<file path="config.mk">
export PLATFORM = sky130hd
export DESIGN_NAME = prog_loader_flat
export DESIGN_NICKNAME = d
export VERILOG_FILES = /design/src/rtl/prog_loader_pkg.sv /design/src/rtl/prog_loader_if.sv /design/src/rtl/prog_loader_timeout.sv /design/src/rtl/prog_loader.sv /design/src/flat_wrapper.sv
export SDC_FILE = /design/constraint.sdc
export NUM_CORES = 1
export LEC_CHECK = 0
export BUFFER_PORTS_ARGS = -buffer_cell sky130_fd_sc_hd__buf_2
export CORE_UTILIZATION = 55
export DETAILED_ROUTE_END_ITERATION = 12
export GPL_ROUTABILITY_DRIVEN = 0
export PLACE_DENSITY_LB_ADDON = 0.15
export SETUP_SLACK_MARGIN = 0.02
export SYNTH_ARGS = -nofsm -noshare
export SYNTH_HDL_FRONTEND = slang
export SYNTH_SLANG_ARGS = --single-unit
</file>
<file path="constraint.sdc">
create_clock -name clk -period 3 [get_ports clk]
set_input_delay 0.6 -clock clk [delete_from_list [all_inputs] [get_ports clk]]
set_output_delay 0.6 -clock clk [all_outputs]
set_load 0.1 [all_outputs]
</file>
<file path="src/rtl/prog_loader_pkg.sv">
// Shared definitions for the program loader: FSM state encoding and
// default sizing.
package prog_loader_pkg;

    localparam int unsigned ADDR_W_DEF  = 8;
    localparam int unsigned TIMEOUT_DEF = 1024;

    typedef enum logic [2:0] {
        ST_IDLE,
        ST_LEN,
        ST_HI,
        ST_LO,
        ST_CSUM,
        ST_DONE,
        ST_ERR
    } state_t;

endpackage

</file>
<file path="src/rtl/prog_loader_if.sv">
// Byte stream in, program RAM write port out. The loader is the slave of
// the stream and drives the RAM write signals.
interface prog_loader_if
    import prog_loader_pkg::*;
#(
    parameter int unsigned ADDR_W = ADDR_W_DEF
) ();

    logic [7:0]        byte_in;
    logic              byte_valid;
    logic              byte_ready;
    logic              mem_we;
    logic [ADDR_W-1:0] mem_addr;
    logic [15:0]       mem_wdata;

    modport master (
        output byte_in, byte_valid,
        input  byte_ready, mem_we, mem_addr, mem_wdata
    );

    modport slave (
        input  byte_in, byte_valid,
        output byte_ready, mem_we, mem_addr, mem_wdata
    );

endinterface

</file>
<file path="src/rtl/prog_loader_timeout.sv">
// Saturating idle-cycle counter. hit flags the cycle in which the count
// would reach TIMEOUT, so the owner can abort on that same edge.
module loader_timeout #(
    parameter int unsigned TIMEOUT = 1024
) (
    input  logic clk,
    input  logic rst_n,
    input  logic clear,
    input  logic enable,
    output logic hit
);

    localparam int unsigned CW = $clog2(TIMEOUT + 1);

    logic [CW-1:0] count;

    // Count idle cycles; clear wins, saturate at TIMEOUT.
    always_ff @(posedge clk or negedge rst_n) begin
        if (!rst_n) begin
            count <= '0;
        end else if (clear) begin
            count <= '0;
        end else if (enable && (count != CW'(TIMEOUT))) begin
            count <= count + CW'(1);
        end
    end

    assign hit = enable && !clear && (count == CW'(TIMEOUT - 1));

endmodule

</file>
<file path="src/rtl/prog_loader.sv">
// Program-memory loader: assembles big-endian 16-bit words from a byte
// stream, writes them to program RAM, verifies an XOR checksum and then
// releases the fetch unit via core_en.
module prog_loader
    import prog_loader_pkg::*;
#(
    parameter int unsigned ADDR_W  = ADDR_W_DEF,
    parameter int unsigned TIMEOUT = TIMEOUT_DEF
) (
    input  logic            clk,
    input  logic            rst_n,
    input  logic            start,
    prog_loader_if.slave    bus,
    output logic            core_en,
    output logic            done,
    output logic            err,
    output logic [ADDR_W:0] word_count
);

    localparam logic [ADDR_W:0] DEPTH = {1'b1, {ADDR_W{1'b0}}};

    state_t            state;
    state_t            state_nx;
    logic              ready_q;
    logic              we_q;
    logic [ADDR_W-1:0] addr_q;
    logic [15:0]       wdata_q;
    logic [7:0]        hi_q;
    logic [7:0]        csum_q;
    logic [ADDR_W:0]   len_q;
    logic              xfer;
    logic              in_frame;
    logic              last_word;
    logic              hit;

    assign xfer      = bus.byte_valid && ready_q;
    assign in_frame  = (state == ST_HI) || (state == ST_LO) || (state == ST_CSUM);
    assign last_word = ((word_count + 1'b1) == len_q);

    assign bus.byte_ready = ready_q;
    assign bus.mem_we     = we_q;
    assign bus.mem_addr   = addr_q;
    assign bus.mem_wdata  = wdata_q;

    loader_timeout #(.TIMEOUT(TIMEOUT)) u_timeout (
        .clk    (clk),
        .rst_n  (rst_n),
        .clear  (xfer || !in_frame),
        .enable (in_frame),
        .hit    (hit)
    );

    // State register.
    always_ff @(posedge clk or negedge rst_n) begin
        if (!rst_n) begin
            state <= ST_IDLE;
        end else begin
            state <= state_nx;
        end
    end

    // Next-state decode; a transfer always takes priority over a timeout.
    always_comb begin
        state_nx = state;
        unique case (state)
            ST_IDLE, ST_DONE, ST_ERR: if (start) state_nx = ST_LEN;
            ST_LEN:  if (xfer) state_nx = ST_HI;
            ST_HI: begin
                if (xfer)     state_nx = ST_LO;
                else if (hit) state_nx = ST_ERR;
            end
            ST_LO: begin
                if (xfer)     state_nx = last_word ? ST_CSUM : ST_HI;
                else if (hit) state_nx = ST_ERR;
            end
            ST_CSUM: begin
                if (xfer)     state_nx = (bus.byte_in == csum_q) ? ST_DONE : ST_ERR;
                else if (hit) state_nx = ST_ERR;
            end
            default: state_nx = ST_IDLE;
        endcase
    end

    // Status outputs and byte_ready are registered from the next state, so
    // they change on the same edge as the state they describe.
    always_ff @(posedge clk or negedge rst_n) begin
        if (!rst_n) begin
            ready_q <= 1'b0;
            done    <= 1'b0;
            err     <= 1'b0;
            core_en <= 1'b0;
        end else begin
            ready_q <= (state_nx == ST_LEN) || (state_nx == ST_HI) ||
                       (state_nx == ST_LO)  || (state_nx == ST_CSUM);
            done    <= (state_nx == ST_DONE);
            err     <= (state_nx == ST_ERR);
            core_en <= (state_nx == ST_DONE);
        end
    end

    // Frame datapath: length latch, word assembly, RAM write, checksum.
    always_ff @(posedge clk or negedge rst_n) begin
        if (!rst_n) begin
            we_q       <= 1'b0;
            addr_q     <= '0;
            wdata_q    <= '0;
            hi_q       <= '0;
            csum_q     <= '0;
            len_q      <= '0;
            word_count <= '0;
        end else begin
            we_q <= 1'b0;
            if (xfer) begin
                unique case (state)
                    ST_LEN: begin
                        len_q      <= (bus.byte_in == 8'h00) ? DEPTH : (ADDR_W + 1)'(bus.byte_in);
                        csum_q     <= '0;
                        word_count <= '0;
                        addr_q     <= '0;
                    end
                    ST_HI: begin
                        hi_q   <= bus.byte_in;
                        csum_q <= csum_q ^ bus.byte_in;
                    end
                    ST_LO: begin
                        csum_q     <= csum_q ^ bus.byte_in;
                        we_q       <= 1'b1;
                        wdata_q    <= {hi_q, bus.byte_in};
                        addr_q     <= word_count[ADDR_W-1:0];
                        word_count <= word_count + 1'b1;
                    end
                    default: ;
                endcase
            end
        end
    end

endmodule

</file>
<file path="src/flat_wrapper.sv">
// flat-port wrapper written by rule: the top's interface ports become plain ports
module prog_loader_flat import prog_loader_pkg::*;
#(
    parameter int unsigned ADDR_W  = ADDR_W_DEF,
    parameter int unsigned TIMEOUT = TIMEOUT_DEF
)
  (clk, rst_n, start, core_en, done, err, word_count, bus_byte_in, bus_byte_valid, bus_byte_ready, bus_mem_we, bus_mem_addr, bus_mem_wdata);
  prog_loader_if #(.ADDR_W(ADDR_W)) bus_i ();
  input  logic clk;
  input  logic rst_n;
  input  logic start;
  output logic core_en;
  output logic done;
  output logic err;
  output logic [ADDR_W:0] word_count;
  input wire logic [$bits(bus_i.byte_in)-1:0] bus_byte_in;
  input wire logic [$bits(bus_i.byte_valid)-1:0] bus_byte_valid;
  output wire logic [$bits(bus_i.byte_ready)-1:0] bus_byte_ready;
  output wire logic [$bits(bus_i.mem_we)-1:0] bus_mem_we;
  output wire logic [$bits(bus_i.mem_addr)-1:0] bus_mem_addr;
  output wire logic [$bits(bus_i.mem_wdata)-1:0] bus_mem_wdata;
  assign bus_i.byte_in = bus_byte_in;
  assign bus_i.byte_valid = bus_byte_valid;
  assign bus_byte_ready = bus_i.byte_ready;
  assign bus_mem_we = bus_i.mem_we;
  assign bus_mem_addr = bus_i.mem_addr;
  assign bus_mem_wdata = bus_i.mem_wdata;
  prog_loader #(.ADDR_W(ADDR_W), .TIMEOUT(TIMEOUT)) u_core (.clk(clk), .rst_n(rst_n), .start(start), .bus(bus_i), .core_en(core_en), .done(done), .err(err), .word_count(word_count));
endmodule
</file>
==> After elaboration in Yosys (flattened, before gate mapping) <==
Index checks and enable logic that the tools add are counted.
{ "totals": {"input_bits": 12, "output_inout_bits": 38, "elab_cells": 72, "reg_bits": 76} }
{ "op_classes": {"n_bitwise": 1, "n_reduce_logical": 24, "add_sub_neg": 2, "n_eq_ne": 16, "muxes": 17} }
{ "ops": {"columns": ["operator", "n"], "rows": [
  ["$pmux W8 S2", 2],
  ["$mux W11", 2],
  ["$mux W3", 7],
  ["$eq A3 B3 Y1 const B", 6],
  ["$pmux W9 S2", 1],
  ["$pmux W3 S5", 1],
  ["$eq A3 B2 Y1 const B", 4],
  ["$add A11 B1 Y11 const B", 1],
  ["$eq A11 B10 Y1 const B", 1],
  ["$ne A11 B11 Y1 const B", 1],
  ["$reduce_and A2 Y1", 5],
  ["$add A9 B1 Y9 const B", 1],
  ["$eq A9 B9 Y1", 1],
  ["$mux W9", 1],
  ["$eq A8 B8 Y1", 1],
  ["$logic_not A8 Y1", 1],
  ["$xor A8 B8 Y8", 1],
  ["$eq A3 B1 Y1 const B", 2],
  ["$logic_or A1 B1 Y1", 6],
  ["$reduce_bool A2 Y1", 3],
  ["$logic_and A1 B1 Y1", 4],
  ["$logic_not A3 Y1", 1],
  ["$reduce_or A3 Y1", 1],
  ["$logic_not A1 Y1", 2],
  ["3 further kinds", 4]
]} }

==> Longest topological paths before layout <==
{ "logic_depth": {"depth_word": 15, "mapped_depth": 8, "mapped_depth_nobuf": 7} }

==> By module <==
A second synthesis with hierarchy kept.
{ "unflattened": {"cells_unflattened": 386, "area_unflattened_um2": 3892.5} }
{ "by_module_without_submodules": {"columns": ["module", "area_each_um2", "cells_each", "seq_area_each_um2", "n_inst"], "rows": [
  ["prog_loader", 3178.0, 307, 1626.6, 1],
  ["loader_timeout", 714.4, 79, 275.3, 1]
]} }

==> Worst setup path before layout <==
No wires, ideal clock.
{ "synth_timing": {"path_type": "reg-to-reg", "from": "reg u_core.word_count[1]", "to": "reg u_core.core_en", "arrival_ps": 2803, "setup_ps": 77, "t_required_ps": 2923, "period_less_slack_ps": 2881, "path_slack_ps": 119, "path_buffers": 0, "path_stages_with_launch": 8, "path_cell_list": "dfrtp_1 ha_1 inv_2 or3_1 o221ai_1 a31oi_1 or4_1 a21oi_1"} }
{ "synth_via": {"elab_chain_cells": 6} }
{ "synth_rtl": {"columns": ["element", "line", "rtl"], "rows": [
  ["from (decl)", "prog_loader.sv:17", "output logic [ADDR_W:0] word_count"],
  ["from (signal assigned)", "prog_loader.sv:130", "word_count <= word_count + 1'b1;"],
  ["$add A9 B1 Y9", "prog_loader.sv:38", "assign last_word = ((word_count + 1'b1) == len_q);"],
  ["$eq A9 B9 Y1", "prog_loader.sv:38", null],
  ["$mux W3 (2 in a row)", "prog_loader.sv:73", "if (xfer) state_nx = last_word ? ST_CSUM : ST_HI;"],
  ["$pmux W3 S5", "prog_loader.sv:65", "unique case (state)"],
  ["$eq A3 B3 Y1", "prog_loader.sv:97", "core_en <= (state_nx == ST_DONE);"],
  ["to (signal assigned)", "prog_loader.sv:97", null],
  ["to (decl)", "prog_loader.sv:14", "output logic core_en,"]
]} }
No other way between the ends.
A chain may end at the register's enable or synchronous reset.

==> Worst setup path after layout <==
{ "layout_timing": {"from": "reg u_core.word_count[0]", "to": "reg u_core.core_en"} }
Same word-level chain as after synthesis.

==> key figures <==
Routing
  – Post-Route WL: roughly 7700 microns
  – Final routed DRC violation total: 2
  – DR vias/cell: approximately 5.7
  – Antenna viol nets, final: 0
  – DRT iter0 DRCs: between 100 and 150
  – WL/cell: about 15 microns
  – DR vias: ~2900
  – DRT Pass-1 Iters: 8

Synthesis
  – EDFF count, synth: 0
  – Top_reg_cell synth: dfrtp_1
  – Synth cell types: 51
  – Sequential-to-total area share from yosys stat: 0.508
  – Seq cells post-synth: 76
  – Synth Instances: between 300 and 400
  – YS warnings: 0
  – Async SR Flop Fraction: 1.00
  – Syn_area_per_cell: a little over 10 sq um
  – Post-synth design cell area: 0.00375 sq mm
  – Syn_nets: ~380

Final layout
  – Share of cells above drive strength 1: 0.258
  – Fill count: about 530
  – Diode count: 0
  – Area grow syn2layout: 13.5%
  – Fin nets: between 400 and 500

Worst setup path
  – Critical-path cell list: ha_1 > inv_2 > or3_1 > o221ai_1 > a31oi_1 > or4_1 > a21oi_1
  – Crit path DAT: around 2.7 ns
  – Critical Path RT: 3.27 ns
  – Reg2Reg Depth: 7
  – CP Buf/Inv Count: 1
  – Critical R2R Capture: u_core.core_en
  – Critical Setup Path Class: reg -> reg
  – Startpoint type of the worst setup path: flop
  – Worst setup EP type: flop
  – Critical Path Start: u_core.word_count[0]
  – Cell family with most CP delay: simple AND/OR/NAND/NOR gates
  – Critical path's slowest cell: or4_1
  – Crit Path Max Fanout: 10
  – Reg2Reg Setup Slack: ~0.57 ns
  – WP depth: 7
  – Critical path capture point: u_core.core_en
  – CP peak stage delay: between 0.5 and 0.6 ns
  – Reg-to-Reg Start: u_core.word_count[0]

Timing
  – Rel. slew slack: 0.383
  – Final Hold Viols: 0
  – RSZ-0062 raised after global routing: no
  – Worst Skew: between 0.01 and 0.015 ns
  – Post-layout min period: roughly 2.4 ns
  – Max Clk Rate: roughly 410 MHz
  – Period utilisation layout: 0.811
  – Worst-Margin Slew: between 0.9 and 1 ns
  – TNS Setup: 0 ns
  – Slew Limit Fails: 0
  – Endpoints failing setup: 0

Die
  – Initial Util: 0.580
  – Num ports: 50
  – DIE HEIGHT: roughly 85 microns
  – Core ar.: ~0.0065 sq mm
  – Cell Rows: 29
  – Die Wd: about 85 microns
  – Die ar.: 0.00715 sq mm

Clock tree
  – Skew-Pair Late Insertion Delay: approximately 0.36 ns
  – CTS Buf Count: 9
  – CTS tree: built
  – Cts repair resizes: 0
  – H-Tree Depth: 3
  – Buffers inserted by post-CTS timing repair: 0
  – Reg clk slew, reported paths: around 0.080 ns
  – Clock sink count: 76
  – CTS Hold Bufs: 0
  – Clock tree buffer depth: 2
  – CTS root buf: clkbuf_8

Global routing
  – Antenna violations before repair: 0
  – Remaining Overflow, GRT: 0
  – Largest net degree at the start of global routing: between 70 and 80
  – Total track usage: 0.241
  – First-pass GRT wire length: approximately 13000 microns
  – Vias in the first global route: roughly 2800

Flow run
  – Max-Cap Viols: 0

Min path
  – Worst min-delay path category: in -> async

Run status
  – Failing checks: DRC
  – Status: finished, violations left

Placement
  – IO buf count: 49
  – DP HPWL: around 5400 microns
[routing by layer]
metal	track usage	part of all wire	vias up
li1	-	-	1404
met1	0.322	0.47	1385
met2	0.382	0.46	74
met5	0	0	-
met4	0.0770	0.013	0
met3	0.0688	0.048	10
[per-stage QoR]
stage | cells | utilization | hold WS (ns) | setup WS [ns] | instance area (sq um)
after global routing | 500 | 0.658 | 0.469 | 0.367 | 4250
after detailed placement | 484 | 0.627 | 0.466 | 0.599 | 4050
after floorplan | 368 | - | 0.304 | 0.119 | 3750
final | 500 | 0.658 | 0.382 | 0.566 | 4250
after CTS | 500 | 0.658 | 0.419 | 0.563 | 4250
after global placement | 484 | 0.627 | 0.457 | 0.709 | 4050
[layout by cell type (no fill, tap or decap), types with 4 or more instances in the layout]
cell / count
clkbuf_8: 9
xnor2_1: 13
buf_4: 9
nand4_1: 5
nand2_1: 37
nor2_1: 27
a31oi_1: 4
nand3_1: 17
inv_1: 8
a21oi_1: 11
o21ai_0: 38
dfrtp_1: 76
and3_1: 4
buf_2: 48
mux2_2: 32
xor2_1: 9
nand2b_1: 14
nor4_1: 7
nor3_1: 7
[Yosys cell counts, drive strengths merged, types with 2 or more instances]
cell     n  area, sq um
ha       3         37.5
nand2b  14         87.6
inv      9         33.8
o21ai   39          195
a21o     2         15.0
nor2b    2         12.5
xor2     9         78.8
a21oi   11         55.1
nor2    28          108
nand2   37          139
dfrtp   76         1900
o211ai   2         15.0
nand3   17         85.1
clkbuf  12         45.0
a22o     3         26.3
mux2    32          360
nand4    5         31.3
o31ai    2         15.0
buf      6         53.8
a31oi    4         25.0
xnor2   13          114
nor3     7         35.0
nor4     8         56.3
and3     4         25.0
or4      3         22.5
[layout make-up]
cell class | count | area, sq um | share of cell area
Sequential cell | 76 | 1900 | 0.447
Clock buffer | 10 | 128 | 0.0300
Clock inverter | 6 | 71.3 | 0.0168
Timing Repair Buffer | 57 | 308 | 0.0724
Inverter | 9 | 33.8 | 0.00795
Multi-Input combinational cell | 265 | 1710 | 0.403
Tap cell | 77 | 96.3 | 0.0227
[state kept, by name, indices dropped and copies added, names as in the netlist]
name	count
u_core.state	3
u_core.core_en	1
u_core.bus.mem_we	1
u_core.len_q	9
u_core.bus.mem_wdata	16
u_core.err	1
u_core.word_count	9
u_core.u_timeout.count	11
u_core.hi_q	8
u_core.csum_q	8
u_core.bus.mem_addr	8
u_core.bus.byte_ready	1
[kinds of logic after synthesis]
| logic type | synth area share |
|---|---|
| AND/OR/NAND/NOR | 0.174 |
| adder cells (fa/ha/maj) | 0.0127 |
| flip-flops | 0.508 |
| AO/OA/AOI/OAI | 0.123 |
| multiplexers | 0.0962 |
| buffers and inverters | 0.0354 |
| XOR/XNOR | 0.0514 |
[how the worst min path moves through the flow]
stage	start	endpoint	cells after the start
finish	rst_n	u_core.u_timeout.count[9]	1
detailed placement	u_core.bus.mem_addr[7]	u_core.bus.mem_addr[7]	2
CTS	rst_n	u_core.csum_q[2]	1
global placement	u_core.bus.mem_addr[4]	u_core.bus.mem_addr[4]	2
floorplan	rst_n	u_core.bus.byte_ready	0
global route	rst_n	u_core.u_timeout.count[5]	1
Power is left out: the tool's default activity adds up to more than one toggle a clock period on the data nets, which glitch-free logic cannot reach.
